**config.mk**
```make
export PLATFORM = sky130hd
export DESIGN_NAME = bram_uart_sender_flat
export DESIGN_NICKNAME = d
export VERILOG_FILES = /design/src/rtl/coproc_pkg.sv /design/src/rtl/bram_uart_sender_if.sv /design/src/rtl/bram_uart_sender.sv /design/src/flat_wrapper.sv
export SDC_FILE = /design/constraint.sdc
export NUM_CORES = 1
export LEC_CHECK = 0
export BUFFER_PORTS_ARGS = -buffer_cell sky130_fd_sc_hd__buf_2
export CAP_MARGIN = 15
export CORE_MARGIN = 2
export CORE_UTILIZATION = 50
export DETAILED_ROUTE_END_ITERATION = 7
export PLACE_DENSITY = 0.74
export SETUP_SLACK_MARGIN = 0.3
export SLEW_MARGIN = 20
export SYNTH_ARGS = -nofsm -noshare
export SYNTH_HDL_FRONTEND = slang
export SYNTH_SLANG_ARGS = --single-unit
```
**constraint.sdc**
```tcl
create_clock -name clk -period 4.05 [get_ports clk]
set_input_delay 0.6075 -clock clk [delete_from_list [all_inputs] [get_ports clk]]
set_output_delay 0.6075 -clock clk [all_outputs]
set_load 0.02 [all_outputs]
```
**src/rtl/coproc_pkg.sv**
```systemverilog
// Shared types and default widths for the coprocessor blocks that sit on the BRAM.
package coproc_pkg;
  localparam int ADDR_WIDTH_DEF = 10;
  localparam int DATA_WIDTH_DEF = 8;

  typedef enum logic [2:0] {
    IDLE,
    READ,
    WAIT_DATA,
    SEND,
    WAIT_ACK,
    WAIT_TX,
    FINISH
  } sender_state_e;
endpackage

```
**src/rtl/bram_uart_sender_if.sv**
```systemverilog
// Control, BRAM port-B and UART-side signals of the block sender.
interface bram_uart_sender_if
  import coproc_pkg::*;
#(
  parameter int ADDR_WIDTH = ADDR_WIDTH_DEF,
  parameter int DATA_WIDTH = DATA_WIDTH_DEF
);
  logic                  start;
  logic [ADDR_WIDTH-1:0] base_addr;
  logic [ADDR_WIDTH:0]   length;
  logic                  busy;
  logic                  done;
  logic                  enb;
  logic [ADDR_WIDTH-1:0] addrb;
  logic [DATA_WIDTH-1:0] doutb;
  logic                  tx_start;
  logic [DATA_WIDTH-1:0] tx_data;
  logic                  tx_busy;

  modport master (
    input  start, base_addr, length, doutb, tx_busy,
    output busy, done, enb, addrb, tx_start, tx_data
  );

  modport slave (
    output start, base_addr, length, doutb, tx_busy,
    input  busy, done, enb, addrb, tx_start, tx_data
  );
endinterface

```
**src/rtl/bram_uart_sender.sv**
```systemverilog
// Streams a block of BRAM bytes to a UART transmitter, one read/send handshake per byte.
module bram_uart_sender
  import coproc_pkg::*;
#(
  parameter int ADDR_WIDTH   = ADDR_WIDTH_DEF,
  parameter int DATA_WIDTH   = DATA_WIDTH_DEF,
  parameter int READ_LATENCY = 1
) (
  input  logic              clk,
  input  logic              rst,
  bram_uart_sender_if.master bus
);

  sender_state_e           state, state_nx;
  logic [ADDR_WIDTH:0]     cnt;
  logic [ADDR_WIDTH:0]     len_q;
  logic [READ_LATENCY-1:0] vld_pipe;
  logic                    cnt_last;

  // Counter is one bit wider than the address so a full 1024-byte block terminates.
  assign cnt_last = (cnt + 1'b1) == len_q;

  always_comb begin
    state_nx = state;
    case (state)
      IDLE:      if (bus.start) state_nx = (bus.length == '0) ? FINISH : READ;
      READ:      state_nx = WAIT_DATA;
      WAIT_DATA: if (vld_pipe[READ_LATENCY-1]) state_nx = SEND;
      SEND:      state_nx = WAIT_ACK;
      WAIT_ACK:  if (bus.tx_busy) state_nx = WAIT_TX;
      WAIT_TX:   if (!bus.tx_busy) state_nx = cnt_last ? FINISH : READ;
      FINISH:    state_nx = IDLE;
      default:   state_nx = IDLE;
    endcase
  end

  always_ff @(posedge clk) begin
    if (rst) begin
      state        <= IDLE;
      cnt          <= '0;
      len_q        <= '0;
      vld_pipe     <= '0;
      bus.enb      <= 1'b0;
      bus.addrb    <= '0;
      bus.tx_start <= 1'b0;
      bus.tx_data  <= '0;
      bus.busy     <= 1'b0;
      bus.done     <= 1'b0;
    end else begin
      state        <= state_nx;
      bus.enb      <= (state_nx == READ);
      bus.tx_start <= (state_nx == SEND);
      bus.done     <= (state_nx == FINISH);
      bus.busy     <= (state_nx != IDLE);

      // vld_pipe[k] marks that the read was issued k+1 cycles ago.
      vld_pipe[0] <= (state == READ);
      for (int i = 1; i < READ_LATENCY; i++) vld_pipe[i] <= vld_pipe[i-1];

      case (state)
        IDLE: if (bus.start) begin
          len_q     <= bus.length;
          cnt       <= '0;
          bus.addrb <= bus.base_addr;
        end
        WAIT_DATA: if (vld_pipe[READ_LATENCY-1]) bus.tx_data <= bus.doutb;
        WAIT_TX: if (!bus.tx_busy) begin
          cnt       <= cnt + 1'b1;
          bus.addrb <= bus.addrb + 1'b1;
        end
        default: ;
      endcase
    end
  end

endmodule

```
**src/flat_wrapper.sv**
```systemverilog
// flat-port wrapper written by rule: the top's interface ports become plain ports
module bram_uart_sender_flat import coproc_pkg::*;
#(
  parameter int ADDR_WIDTH   = ADDR_WIDTH_DEF,
  parameter int DATA_WIDTH   = DATA_WIDTH_DEF,
  parameter int READ_LATENCY = 1
)
  (clk, rst, bus_start, bus_base_addr, bus_length, bus_doutb, bus_tx_busy, bus_busy, bus_done, bus_enb, bus_addrb, bus_tx_start, bus_tx_data);
  bram_uart_sender_if #(.ADDR_WIDTH(ADDR_WIDTH), .DATA_WIDTH(DATA_WIDTH)) bus_i ();
  input  logic clk;
  input  logic rst;
  input wire logic [$bits(bus_i.start)-1:0] bus_start;
  input wire logic [$bits(bus_i.base_addr)-1:0] bus_base_addr;
  input wire logic [$bits(bus_i.length)-1:0] bus_length;
  input wire logic [$bits(bus_i.doutb)-1:0] bus_doutb;
  input wire logic [$bits(bus_i.tx_busy)-1:0] bus_tx_busy;
  output wire logic [$bits(bus_i.busy)-1:0] bus_busy;
  output wire logic [$bits(bus_i.done)-1:0] bus_done;
  output wire logic [$bits(bus_i.enb)-1:0] bus_enb;
  output wire logic [$bits(bus_i.addrb)-1:0] bus_addrb;
  output wire logic [$bits(bus_i.tx_start)-1:0] bus_tx_start;
  output wire logic [$bits(bus_i.tx_data)-1:0] bus_tx_data;
  assign bus_i.start = bus_start;
  assign bus_i.base_addr = bus_base_addr;
  assign bus_i.length = bus_length;
  assign bus_i.doutb = bus_doutb;
  assign bus_i.tx_busy = bus_tx_busy;
  assign bus_busy = bus_i.busy;
  assign bus_done = bus_i.done;
  assign bus_enb = bus_i.enb;
  assign bus_addrb = bus_i.addrb;
  assign bus_tx_start = bus_i.tx_start;
  assign bus_tx_data = bus_i.tx_data;
  bram_uart_sender #(.ADDR_WIDTH(ADDR_WIDTH), .DATA_WIDTH(DATA_WIDTH), .READ_LATENCY(READ_LATENCY)) u_core (.clk(clk), .rst(rst), .bus(bus_i));
endmodule
```
* Word level (Yosys, flattened, before mapping) *
Index checks and enable logic that the tools add are counted.

word-level totals
  bits of input ports = 33
  word-level logic and storage cells = 43
  RAM bits = 0
  bits in read-only memories = 0
  output and inout bits = 22
  latch bits = 0
  flip-flop bits (word level) = 48
  memories kept = 0

operators by class
  eq/ne operators = 11
  $mul = 0
  add/subtract/negate cells = 2
  magnitude comparators = 0
  reductions and logical operators = 7
  multiplexer cells = 13
  div/mod/pow operators = 0
  shift operators = 0
  bitwise logic cells = 0

operators with widths
  operator                                                               number
  11-bit two-way mux                                                     2
  11-bit one-hot mux with 2 select lines                                 1
  10-bit two-way mux                                                     2
  10-bit one-hot mux with 2 select lines                                 1
  3-bit two-way mux                                                      6
  3-bit one-hot mux with 6 select lines                                  1
  11-bit by 1-bit adder with 11-bit output, second input constant        1
  11-bit equality test                                                   1
  11-bit logical NOT                                                     1
  10-bit by 1-bit adder with 10-bit output, second input constant        1
  3-bit by 2-bit equality test with 1-bit output, second input constant  3
  3-bit equality test, second input constant                             3
  3-bit by 1-bit equality test with 1-bit output, second input constant  2
  2-bit != test, second input constant                                   2
  2-bit AND reduction                                                    2
  3-bit logical NOT                                                      1
  3-bit AND reduction                                                    1
  3-bit nonzero test                                                     1
  2-bit nonzero test                                                     1

* Depth between registers and ports, before layout *
  word-level depth = 6
  depth in mapped cells = 9
  mapped depth without buffers = 7

* Worst setup path before layout *
Ideal clock, no wire load.

  path kind = reg2reg
  start = reg u_core.cnt[0]
  end = reg u_core.bus.enb
  required time = 3.933 ns
  stages on the path, launching flop included = 9
  period minus slack after synthesis = 2.220 ns
  data arrival time = 2.103 ns
  path buffers = 1
  slack = 1.830 ns
  setup time = 0.117 ns
  cells stage by stage = dfxtp_1 -> ha_1 -> and3_4 -> buf_6 -> and4_1 -> o21ai_1 -> nor4_1 -> or4b_4 -> and4b_1

between the ends
  longest elaborated chain between the ends = 6

RTL lines
  what                                            RTL line                   source
  from (decl)                                     bram_uart_sender.sv:15     logic [ADDR_WIDTH:0] cnt;
  from (signal assigned)                          bram_uart_sender.sv:68     cnt <= cnt + 1'b1;
  11-bit by 1-bit adder with 11-bit output        bram_uart_sender.sv:21     assign cnt_last = (cnt + 1'b1) == len_q;
  11-bit equality test                            bram_uart_sender.sv:21
  3-bit two-way mux (2 in a row)                  bram_uart_sender.sv:31     WAIT_TX: if (!bus.tx_busy) state_nx = cnt_last ? FINISH : READ;
  3-bit one-hot mux with 6 select lines           bram_uart_sender.sv:25     case (state)
  3-bit by 1-bit equality test with 1-bit output  bram_uart_sender.sv:51     bus.enb <= (state_nx == READ);
  to (signal assigned)                            bram_uart_sender.sv:51
  to (decl)                                       bram_uart_sender_if.sv:22  output busy, done, enb, addrb, tx_start, tx_data

Every way passes these cells.
A chain may end at the register's enable or synchronous reset.

* Final worst setup path *
  start = reg u_core.state[2]
  end = reg u_core.cnt[9]

between the ends
  longest elaborated chain between the ends = 3
  elaborated cells on any way between the ends = 7
  classes of those cells = eq/ne (3); mux (1); reduce/logical (3)

RTL lines
  what                                                                  RTL line                source
  from (decl)                                                           bram_uart_sender.sv:14  sender_state_e state, state_nx;
  from (signal assigned)                                                bram_uart_sender.sv:50  state <= state_nx;
  3-bit equality test / 3-bit logical NOT (equally long branches)       bram_uart_sender.sv:60  case (state)
  2-bit != test (no line) / 2-bit nonzero test (equally long branches)  --
  3-bit AND reduction (no line)                                         --

Several ways; a longest one is shown, not always the timed one.

==> impl_metrics.yaml <==
outcome:
  status: "completed"
logic_synthesis:
  synth_edf_count: 0
  syn-mean-instance-area_um2: 7.54
  synth_top_area_cell: "dfxtp_1"
  synthFlopType: "dfxtp_1"
  ys_top_cells_by_area: "dfxtp_1 (38%), a21oi_1 (9.2%), nand2_1 (9.1%), nor2_1 (4.7%), o21ai_0 (4.1%)"
  yosysWarnings: 0
  ys_async_sr_fraction: 0
  yosysTopAreaCellShare: 0.377
  synth_cell_type_count: 48
  synth_area_um2: 2550
  yosysMostFrequentCell: "nand2_1"
  synth_common_cells: "nand2_1 (62), dfxtp_1 (48), a21oi_1 (47)"
  synth_seq_cells: 48
  seq_area_frac_synth: 0.377
  syn_inst: 338
  synth_nets: 373
global_route:
  grt-ovfl-total: 0
  antenna_found_initial: 0
  grt_pass1_wl_um: 10000
  grtUsageTotal: 0.227
  grt_pass1_vias: 2188
  grt_max_degree: 49
critical_path:
  critPathRequiredTime_ns: 4.21
  cp_num_buf_inv: 0
  rrSetupSlack_ns: 1.44
  critPathKind: "flip-flop to flip-flop"
  crit_arrival_ns: 2.77
  crit_path_start_kind: "flip-flop"
  end_kind: "flip-flop"
  cpPeakStageDelay_ns: 0.60
  critPathMaxFanout: 19
  crit_path_cell_trace: "and3b_1 -> nand2b_1 -> nand2_1 -> o21ai_0 -> a22oi_1 -> nor2_1"
  cpMaxStageDelayCell: "nand2_1"
  cp_top_family: "simple AND/OR/NAND/NOR gates"
clock_tree:
  hold_buffers: 0
  cts-buffers-inserted: 5
  clkSlewWorstSetupHoldPaths_ns: 0.09
  cts_resized: 0
  cts_root_buf: "clkbuf_8"
  clock_sinks: 48
  cts_tree: "yes"
  clock_path_buffers: 2
  clk_latency_ns: 0.31
  htreeDepth: 2
  postCtsSetupRepairBufs: 0
floorplan:
  core_area_um2: 4820
  die_h_um: 75.4
  fp.dieW_um: 75.4
  start_util: 0.529
  placementRows: 25
  dieArea_um2: 5680
  ioPinCount: 55
timing:
  min_period_ns: 2.61
  fmaxAchievable_mhz: 383
  rsz0062_at_grt: "false"
  timing.final.crit_share: 0.645
  relSlewSlack: 0.412
  report.final.slew_viol_count: 0
  fin_skew_ns: 0.0127
  tightest_slew_ns: 0.878
  tns_ns: 0
  setup_viol: 0
  hold_violations: 0
routing:
  ant_nets: 0
  num_vias: 2481
  routed_wl_um: 6000
  detail_route.iter0.violations: 159
  viasPerCell: 5.60
  dr.pass1.iters: 4
  avgRoutedWirePerCell_um: 13.5
  drc_errors: 0
placed_design:
  gp_congestion: 0.821
  portBuffers: 54
  hpwl_um: 4220
cells_and_area:
  area_delta_synth_final_pct: 13.5
  nNetsFinal: 411
  drive_above_1_share: 0.194
  fin_util: 0.600
  diodes: 0
pwr:
  power_density_nw_per_um2: 343
  power_mw: 0.993
  ir_drop_mv: 0.217
  p_leak_nw: 1.14
flow_run:
  cap_viol_max_count: 0
worst_hold_path:
  hold_path_class: "flip-flop to flip-flop"
## flip-flops by register name, indices dropped and copies added, names as in the netlist, 3 cells and up
signal and flops:
u_core.state 3, u_core.cnt 11, u_core.bus.addrb 10, u_core.len_q 11
u_core.bus.tx_data 8
## power by group
group / leakage, nW / internal, mW / switching [mW]
sequential: 0.391 / 0.497 / 0.0280
clock: 0.0473 / 0.136 / 0.165
combinational: 0.700 / 0.0665 / 0.100
## logic make-up (layout without fill, tap and decap cells)
kind of cell             Yosys count  after routing  share of synthesized area
adder cells (fa/ha/maj)            2              2                    0.00982
XOR/XNOR                          13             13                     0.0476
flip-flops                        48             48                      0.377
buffers and inverters             26             64                     0.0501
multiplexers                       1              1                    0.00442
AND/OR/NAND/NOR                  158            158                      0.303
AO/OA/AOI/OAI                     90             90                      0.208
## routing by layer
layer,GRT usage,wire [um],part of all wire,up-vias
li1,-,-,-,1269
met4,0.0585,59,0.0098,0
met2,0.365,2690,0.45,81
met5,0,0,0,-
met3,0.0489,372,0.062,8
met1,0.310,2880,0.48,1123
## path summary, 6_finish.rpt
check                        startpoint               endpoint  cells after the start
setup reg to reg        u_core.state[2]          u_core.cnt[9]                      6
hold reg to reg   u_core.bus.tx_data[0]  u_core.bus.tx_data[0]                      2
hold / removal    u_core.bus.tx_data[0]  u_core.bus.tx_data[0]                      2
setup / recovery        u_core.state[2]          u_core.cnt[9]                      6
## cell type report
type                    instances  area (um^2)
flip-flops and latches         48          961
well taps                      67         83.8
multi-input cells             264         1470
inverters                       1         3.75
repair buffers                 56          285
clock inverters                 1         8.76
clock buffers                   6         82.6
fillers                       479         1930
## per-stage QoR
step	setup slack (ns)	hold WS (ns)	instances	instance area, um^2
final	1.44	0.458	443	2890
after global routing	1.16	0.485	443	2890
after global placement	1.61	0.440	436	2800
after floorplan	1.83	0.448	338	2550
after detailed placement	1.52	0.446	436	2800
after CTS	1.49	0.461	443	2890
## layout by cell type, fill, tap and decap left out, types with 6 or more instances in the layout
cell and n:
xor2_1 6, xnor2_1 6, a21oi_1 47, o21ai_0 21, buf_2 54, dfxtp_1 48
nor3b_1 6, nor3_1 13, nor2_1 32, clkbuf_8 6, nand3_1 12, nand2_1 62
## worst reg2reg max path: stages, from the launching register on
cell and delay [ns]:
dfxtp_1 0.57, and3b_1 0.45, nand2b_1 0.39, nand2_1 0.60, o21ai_0 0.19, a22oi_1 0.21, nor2_1 0.05
No activity file was read; power rests on OpenSTA's default activity.
